### config.mk
export PLATFORM = sky130hd
export DESIGN_NAME = signed_add_shift_mult
export DESIGN_NICKNAME = d
export VERILOG_FILES = /design/src/rtl/mult_pkg.sv /design/src/rtl/adder_subtractor_nbit.sv /design/src/rtl/signed_add_shift_mult.sv
export SDC_FILE = /design/constraint.sdc
export NUM_CORES = 1
export LEC_CHECK = 0
export BUFFER_PORTS_ARGS = -buffer_cell sky130_fd_sc_hd__buf_4
export CAP_MARGIN = 20
export CORE_ASPECT_RATIO = 1.75
export CORE_UTILIZATION = 30
export CTS_CLUSTER_DIAMETER = 200
export DETAILED_ROUTE_END_ITERATION = 8
export GPL_ROUTABILITY_DRIVEN = 0
export PLACE_DENSITY = 0.46
export SYNTH_ARGS = -nofsm -noshare
export SYNTH_HDL_FRONTEND = slang
export SYNTH_SLANG_ARGS = --single-unit
### constraint.sdc
create_clock -name Clk -period 5.8 [get_ports Clk]
set_clock_uncertainty 0.2 [all_clocks]
set_input_delay 0.29 -clock Clk [delete_from_list [all_inputs] [get_ports Clk]]
set_output_delay 0.29 -clock Clk [all_outputs]
set_load 0.01 [all_outputs]
### src/rtl/mult_pkg.sv
// Shared types and constants for the signed shift-add multiplier.
// MULT_FAST_SHIFT_EN selects the single-cycle CALC state set.
package mult_pkg;

  localparam int unsigned DEFAULT_WIDTH = 8;

`ifdef MULT_FAST_SHIFT_EN
  typedef enum logic [1:0] {StIdle, StCalc, StDone} state_e;
`else
  typedef enum logic [1:0] {StIdle, StAdd, StShift, StDone} state_e;
`endif

  function automatic int unsigned count_width(input int unsigned width);
    return $clog2(width);
  endfunction

endpackage

### src/rtl/adder_subtractor_nbit.sv
// Combinational ripple-carry adder/subtractor with a WIDTH+1 sign-extended result.
module adder_subtractor_nbit #(
  parameter int unsigned WIDTH = 8
) (
  input  logic [WIDTH-1:0] A,
  input  logic [WIDTH-1:0] B,
  input  logic             sub,
  output logic [WIDTH:0]   sum
);

  logic [WIDTH:0] a_ext;
  logic [WIDTH:0] b_ext;
  logic [WIDTH:0] carry;

  assign a_ext    = {A[WIDTH-1], A};
  // Subtraction as A + ~B + 1, with the +1 entering through the carry-in.
  assign b_ext    = {B[WIDTH-1], B} ^ {(WIDTH + 1){sub}};
  assign carry[0] = sub;

  for (genvar i = 0; i <= WIDTH; i++) begin : g_fa
    assign sum[i] = a_ext[i] ^ b_ext[i] ^ carry[i];
    if (i < WIDTH) begin : g_carry
      assign carry[i+1] = (a_ext[i] & b_ext[i]) | (a_ext[i] & carry[i]) |
                          (b_ext[i] & carry[i]);
    end
  end

endmodule

### src/rtl/signed_add_shift_mult.sv
// Sequential signed multiplier: add (subtract on the sign bit), then arithmetic shift.
// Define MULT_FAST_SHIFT_EN to merge add and shift into one CALC cycle.
module signed_add_shift_mult
  import mult_pkg::*;
#(
  parameter int unsigned WIDTH = DEFAULT_WIDTH
) (
  input  logic                 Clk,
  input  logic                 Reset,
  input  logic                 Run,
  input  logic [WIDTH-1:0]     Multiplicand,
  input  logic [WIDTH-1:0]     Multiplier,
  output logic [2*WIDTH-1:0]   Product,
  output logic                 X,
  output logic                 Busy,
  output logic                 Done
);

  localparam int unsigned CW = count_width(WIDTH);
  localparam logic [CW-1:0] LastCount = CW'(WIDTH - 1);

  state_e           state_q, state_d;
  logic [WIDTH-1:0] a_q, a_d;
  logic [WIDTH-1:0] b_q, b_d;
  logic [WIDTH-1:0] s_q, s_d;
  logic             x_q, x_d;
  logic [CW-1:0]    count_q, count_d;

  logic             last_step;
  logic [WIDTH:0]   sum;
  logic [WIDTH:0]   acc;

  assign last_step = (count_q == LastCount);

  // The final multiplier bit carries negative weight, so that step subtracts.
  adder_subtractor_nbit #(
    .WIDTH(WIDTH)
  ) u_addsub (
    .A  (a_q),
    .B  (s_q),
    .sub(last_step),
    .sum(sum)
  );

  always_comb begin
    state_d = state_q;
    a_d     = a_q;
    b_d     = b_q;
    s_d     = s_q;
    x_d     = x_q;
    count_d = count_q;
    acc     = b_q[0] ? sum : {x_q, a_q};

    unique case (state_q)
      StIdle: begin
        if (Run) begin
          a_d     = '0;
          x_d     = 1'b0;
          b_d     = Multiplier;
          s_d     = Multiplicand;
          count_d = '0;
`ifdef MULT_FAST_SHIFT_EN
          state_d = StCalc;
`else
          state_d = StAdd;
`endif
        end
      end
`ifdef MULT_FAST_SHIFT_EN
      StCalc: begin
        x_d     = acc[WIDTH];
        a_d     = acc[WIDTH:1];
        b_d     = {acc[0], b_q[WIDTH-1:1]};
        count_d = count_q + CW'(1);
        state_d = last_step ? StDone : StCalc;
      end
`else
      StAdd: begin
        {x_d, a_d} = acc;
        state_d    = StShift;
      end
      StShift: begin
        a_d     = {x_q, a_q[WIDTH-1:1]};
        b_d     = {a_q[0], b_q[WIDTH-1:1]};
        count_d = count_q + CW'(1);
        state_d = last_step ? StDone : StAdd;
      end
`endif
      StDone: begin
        if (!Run) state_d = StIdle;
      end
      default: state_d = StIdle;
    endcase
  end

  always_ff @(posedge Clk) begin
    if (Reset) begin
      state_q <= StIdle;
      a_q     <= '0;
      b_q     <= '0;
      s_q     <= '0;
      x_q     <= 1'b0;
      count_q <= '0;
    end else begin
      state_q <= state_d;
      a_q     <= a_d;
      b_q     <= b_d;
      s_q     <= s_d;
      x_q     <= x_d;
      count_q <= count_d;
    end
  end

  assign Product = {a_q, b_q};
  assign X       = x_q;
  assign Busy    = (state_q != StIdle) && (state_q != StDone);
  assign Done    = (state_q == StDone);

endmodule

# After elaboration in Yosys (flattened, before gate mapping)
# Cells that the tools add are included.
dict set report totals {
  ff_bits 30
  inputBits 19
  output_inout_bits 19
}
dict set report classes {
  add_sub_neg 1
  n_eq_ne 8
  n_mux 13
  n_bitwise 59
  reduce_logical 11
}
# cell count
set op_table {}
lappend op_table {{$and 1x1->1} 24}
lappend op_table {{$pmux 8 s3} 1}
lappend op_table {{$xor 1x1->1} 18}
lappend op_table {{$mux 8} 2}
lappend op_table {{$or 1x1->1} 16}
lappend op_table {{$pmux 8 s2} 1}
lappend op_table {{$mux 9} 1}
lappend op_table {{$xor 9x9->9} 1}
lappend op_table {{$ne 2x2->1 const B} 4}
lappend op_table {{$pmux 2 s4} 1}
lappend op_table {{$mux 2} 3}
lappend op_table {{$pmux 3 s2} 1}
lappend op_table {{$reduce_and 2->1} 3}
lappend op_table {{$reduce_and 3->1} 2}
lappend op_table {{$reduce_bool 2->1} 3}
lappend op_table {{$eq 2x2->1 const B} 2}
lappend op_table {{$add 3x1->3 const B} 1}
lappend op_table {{$eq 3x3->1 const B} 1}
lappend op_table {{$mux 3} 1}
lappend op_table {{$reduce_bool 3->1} 1}
lappend op_table {{$eq 2x1->1 const B} 1}
lappend op_table {{$logic_not 2->1} 1}
lappend op_table {{$pmux 1 s2} 1}
lappend op_table {{$logic_and 1x1->1} 1}
lappend op_table {{$mux 1} 1}

# Longest topological paths before layout
dict set report depth {
  word_depth 29
  mapped_depth 16
  mapped_depth_nobuf 15
}

# Cells and area by module
# Synthesis repeated with hierarchy kept, for this count alone.
dict set report hier_totals {
  cells_unflattened 189
  area_unflattened_um2 1779.2
}
# mod instances cells_each area_per_inst_um2 seq_area_each_um2
set modules_own_cells {}
lappend modules_own_cells {signed_add_shift_mult 1 157 1468.9 600.6}
lappend modules_own_cells {adder_subtractor_nbit 1 32 310.3 0.0}

# Least setup slack after synthesis
# OpenSTA, ideal clock, no wires.
dict set report synth_timing {
  path_kind {reg2reg}
  start {register count_q[0]}
  end {register a_q[7]}
  setup_ns 0.070
  arrival_ns 4.148
  t_required_ns 5.530
  setup_slack_ns 1.382
  path_stages_with_launch 16
  path_buffers 1
  period_less_slack_ns 4.418
  path_cell_list {dfxtp_1 ha_1 ha_1 buf_2 mux2_2 fa_1 fa_1 fa_1 fa_1 fa_1 fa_1 inv_1 fa_1 o21ai_0 nand3_1 a21oi_1}
}
dict set report synth_between {
  elab_chain_cells 26
  elab_cells_between_ends 41
  cone_classes {eq/ne: 1; mux: 2; bitwise: 38}
}
# item line_no
set synth_lines {}
lappend synth_lines {{from (decl)} signed_add_shift_mult.sv:27} ;# logic [CW-1:0] count_q, count_d;
lappend synth_lines {{from (signal assigned)} signed_add_shift_mult.sv:110} ;# count_q <= count_d;
lappend synth_lines {{$eq 3x3->1 *} signed_add_shift_mult.sv:33} ;# assign last_step = (count_q == LastCount);
lappend synth_lines {{$xor 9x9->9} adder_subtractor_nbit.sv:17} ;# assign b_ext = {B[WIDTH-1], B} ^ {(WIDTH + 1){sub}};
lappend synth_lines {{$and 1x1->1} adder_subtractor_nbit.sv:23} ;# assign carry[i+1] = (a_ext[i] & b_ext[i]) | (a_ext[i] & carry[i]) |
lappend synth_lines {{$or 1x1->1 (2 in a row)} adder_subtractor_nbit.sv:23}
lappend synth_lines {{$and 1x1->1} adder_subtractor_nbit.sv:23}
lappend synth_lines {{$or 1x1->1 (2 in a row)} adder_subtractor_nbit.sv:23}
lappend synth_lines {{$and 1x1->1} adder_subtractor_nbit.sv:23}
lappend synth_lines {{$or 1x1->1 (2 in a row)} adder_subtractor_nbit.sv:23}
lappend synth_lines {{[4 not listed]} n/a}
lappend synth_lines {{$or 1x1->1 (2 in a row)} adder_subtractor_nbit.sv:23}
lappend synth_lines {{$and 1x1->1} adder_subtractor_nbit.sv:23}
lappend synth_lines {{$or 1x1->1 (2 in a row)} adder_subtractor_nbit.sv:23}
lappend synth_lines {{$and 1x1->1} adder_subtractor_nbit.sv:23}
lappend synth_lines {{$or 1x1->1 (2 in a row)} adder_subtractor_nbit.sv:23}
lappend synth_lines {{$xor 1x1->1 *} adder_subtractor_nbit.sv:21} ;# assign sum[i] = a_ext[i] ^ b_ext[i] ^ carry[i];
lappend synth_lines {{$mux 9 *} signed_add_shift_mult.sv:52} ;# acc = b_q[0] ? sum : {x_q, a_q};
lappend synth_lines {{$pmux 8 s3 *} signed_add_shift_mult.sv:54} ;# unique case (state_q)
lappend synth_lines {{to (signal assigned)} signed_add_shift_mult.sv:99} ;# a_q <= '0;
lappend synth_lines {{to (signal assigned)} signed_add_shift_mult.sv:106} ;# a_q <= a_d;
lappend synth_lines {{to (decl)} signed_add_shift_mult.sv:23} ;# logic [WIDTH-1:0] a_q, a_d;
# Every way passes the cells marked *; elsewhere a longest branch is shown, timed or not. The select of a mux whose other input is x is not followed.
# A chain may end at the register's enable or synchronous reset.

# Final worst setup path
# Same ends and word-level chain as after synthesis.

==> flow_results.org <==
** Finish
- Count of placed standard cells in the final layout, fillers left out :: around 270
- Summing all non-filler instances in the final layout gives an area of approximately 0.0020 mm2.
- The area growth from synthesis to layout is 23.1%.
- The net count of the finished layout is about 250.
- Total inserted antenna cells :: 0
- Cells with a size suffix above 1 make up between 20% and 30% of the layout.

** Global routing
- After global routing the overflow that remains totals 0.
- Number of global-route vias before repair :: between 1000 and 1500
- The first global-routing pass estimated 6.89 mm of wire.
- Total global-route track usage :: about 16%
- Antenna violations before repair :: 0
- Largest net degree at the start of global routing :: 31

** STA
- Final setup violation count :: 0
- Actual slew at the worst max-slew pin :: approximately 1 ns
- The hold violation count in the final report came to 0.
- Tmin final :: ~4.7 ns
- Setup repair after global routing missed its margin :: no
- Final clock period utilization by the worst path :: about four fifths
- In this run the tightest slew margin relative to its limit is between 30% and 40%.
- Number of pins exceeding their max-slew limit in the final report :: 0
- FMAX :: 214 MHz
- Adding up every negative setup slack in the final design gives 0 ns.

** Route
- Number of DRC violations after detailed routing :: 2
- For this block, the routed nets add up to about 4 mm of wire.
- First-iteration detailed-routing DRC count :: 42
- Overall via count from detail_route :: between 1000 and 1500
- Dividing the detail-routed via count by the number of cells gives around 5.2.
- Dividing the detail-routed wire length by the instance count gives 15.1 um.
- ANT nets after route :: 0
- Router iterations before antenna repair :: 6

** Die
- Die width :: 57.7 um
- Standard-cell row count :: 35
- The die covers between 0.005 and 0.006 mm2.
- Initial core utilization :: 31.0%
- During I/O placement, the number of pins put on the boundary was 38.
- Height of the die :: roughly 99 um
- Core area :: approximately 0.0053 mm2

** Power and ir drop
- The design draws about 0.00064 W.
- In this run the power density over the cells is approximately 320 mW/mm2.
- Highest ir drop seen on vdd :: 0.000116 V
- Leakage power :: ~0.86 nW

** Setup path
- Traced cell by cell, the critical path runs through ha_1, ha_1, mux2_2, fa_1, fa_1, fa_1, fa_1, fa_1, fa_1, inv_1, fa_1, o21ai_0, nand3_1, a21oi_1.
- Startpoint types :: flop
- Most used cell, CP :: sky130_fd_sc_hd__fa_1
- Highest fanout seen on the critical path :: 9
- Category of the critical setup timing path :: flop to flop
- The worst setup path is captured at a flop.
- Crit path largest cell delay :: roughly 0.40 ns
- Arrival time of the worst setup path :: 4.69 ns
- Crit path buffers/inverters :: 1
- Required time worst endpoint :: slightly below 6 ns
- The largest individual stage delay along the critical path comes from the cell sky130_fd_sc_hd__fa_1.
- In this design, the largest share of critical-path delay is due to adder cells.

** Clock tree
- Number of hold-repair buffers added at the cts stage :: 0
- H-tree levels :: 2
- Number of sinks driven by the clock tree :: 30
- The clock reaches the later pin of the worst-skew pair after roughly 0.28 ns.
- Number of gates resized after CTS :: 0
- In this run, CTS created clock tree buffers numbering 5.
- Clock tree synthesis selected as its root buffer the cell sky130_fd_sc_hd__clkbuf_8.
- After clock tree synthesis, the clock-pin slew on the worst setup and hold paths is approximately 0.07 ns.
- Buffers inserted by post-CTS timing repair :: 0
- TritonCTS built the clock tree.
- Counting along the longest clock path gives a buffer depth of 2.

** Worst hold path
- The path class of the tightest hold or removal check is input port to flop.

** Outcome
- The final reports fail on DRC.
- The run finished, with violations left.

** Yosys
- The number of nets handed over by synthesis was between 200 and 250.
- In this run, synthesis produced a sequential element count of 30.
- Gate count after technology mapping :: between 150 and 200
- Area of the mapped netlist :: between 0.0015 and 0.002 mm2
- Summing the sequential cell areas from Yosys gives ~37% of the chip area.
- Yosys printed 0 warnings.
- A synthesized cell averages ~9 um2.
- Distinct cells, synth :: 28

** Placement
- After detailed placement, the design holds a cell count of about 260.
- The placed instances occupy a cell area of between 0.0015 and 0.002 mm2.
- Count of buffers inserted at the top-level ports :: 37
- HPWL after detailed placement :: 2.97 mm

** Run
- Max-cap violations in this run came to 0.
-- final cells by class --
class,instances,area (um2)
clock inverter,2,12.5
multi-input combinational,134,942
fill,566,3250
sequential,30,601
tap,55,68.8
clock buffer,6,82.6
timing repair buffer,37,278
inverter,5,18.8
-- cell usage after synthesis (all sizes together) --
cell	number	area share (%)
dfxtp	30	37
nand2	24	5.5
a21oi	19	5.8
nand3	17	5.2
nor2	15	3.9
a211oi	9	4.2
buf	9	3.4
mux2i	9	5.5
fa	7	8.6
xor2	7	3.8
a22o	6	3.2
ha	6	4.6
inv	5	1.2
o21ai	4	1.2
clkbuf	3	0.69
a32oi	2	1.1
nor2b	2	1.7
mux2	1	0.69
nand2b	1	0.38
nor3	1	0.61
nor3b	1	0.46
o22ai	1	0.38
or3	1	0.38
xnor2	1	0.54
-- cells in the final DEF, fill, tap and decap left out, drive strengths merged --
| cell | n |
|---|---|
| buf | 37 |
| dfxtp | 30 |
| nand2 | 24 |
| a21oi | 19 |
| nand3 | 17 |
| nor2 | 15 |
| mux2i | 9 |
| a211oi | 9 |
| xor2 | 7 |
| fa | 7 |
| a22o | 6 |
| ha | 6 |
| clkbuf | 6 |
| inv | 5 |
| o21ai | 4 |
| a32oi | 2 |
| nor2b | 2 |
| mux2 | 1 |
| nand2b | 1 |
| nor3 | 1 |
| or3 | 1 |
| nor3b | 1 |
| xnor2 | 1 |
| o22ai | 1 |
| clkinv | 1 |
| clkinvlp | 1 |
-- logic make-up (layout without fill, tap and decap cells) --
| group | Yosys count | in the layout | synth area share (%) |
|---|---|---|---|
| adder cells (fa/ha/maj) | 13 | 13 | 13.2 |
| XOR/XNOR | 8 | 8 | 4.30 |
| multiplexers | 10 | 10 | 6.23 |
| AO/OA/AOI/OAI | 41 | 41 | 15.9 |
| buffers and inverters | 17 | 50 | 5.23 |
| flip-flops | 30 | 30 | 36.9 |
| AND/OR/NAND/NOR | 62 | 62 | 18.2 |
-- final timing paths --
check,from,end,slack [ns],depth (start not counted)
hold / removal,Multiplicand[1],s_q[1],0.06,3
hold reg to reg,s_q[4],s_q[4],0.28,2
setup / recovery,count_q[0],a_q[7],1.13,14
setup reg to reg,count_q[0],a_q[7],1.13,14
-- worst register-to-register path: stages (launching register included) --
cell and delay [ns]:
sky130_fd_sc_hd__dfxtp_1 0.33, sky130_fd_sc_hd__ha_1 0.21, sky130_fd_sc_hd__ha_1 0.33, sky130_fd_sc_hd__mux2_2 0.34, sky130_fd_sc_hd__fa_1 0.39, sky130_fd_sc_hd__fa_1 0.39, sky130_fd_sc_hd__fa_1 0.39, sky130_fd_sc_hd__fa_1 0.40
sky130_fd_sc_hd__fa_1 0.40, sky130_fd_sc_hd__fa_1 0.36, sky130_fd_sc_hd__inv_1 0.07, sky130_fd_sc_hd__fa_1 0.40, sky130_fd_sc_hd__o21ai_0 0.17, sky130_fd_sc_hd__nand3_1 0.10, sky130_fd_sc_hd__a21oi_1 0.14
-- sequential cells by signal, indices dropped and copies added (netlist names) --
signal / count
state_q: 2
count_q: 3
a_q: 8
X: 1
s_q: 8
b_q: 8
-- power breakdown --
| group | switching [W] | internal (W) | total, W | leakage, nW |
|---|---|---|---|---|
| Combinational | 0.000120 | 0.0000825 | 0.000203 | 0.571 |
| Clock | 0.0000828 | 0.0000952 | 0.000178 | 0.0472 |
| Sequential | 0.0000248 | 0.000232 | 0.000256 | 0.245 |
| Total | 0.000228 | 0.000409 | 0.000637 | 0.864 |
-- metal layers --
metal	GRT usage, %	vias up	part of all wire [%]
li1	-	686	-
met1	16.6	680	37
met2	29.5	39	56
met3	3.64	5	4.6
met4	6.41	0	1.8
met5	0	-	0
-- metrics by stage --
stage                     utilization [%]  hold slack (ns)  setup WS (ns)
final                                38.1           0.0646           1.13
after global routing                 38.1           0.0615          0.902
after CTS                            38.1           0.0613           1.11
after detailed placement             36.3            0.271           1.16
after global placement               36.3            0.270           1.30
after floorplan                         -            0.237           1.38
Note: power is estimated with default switching activity, not from simulation.
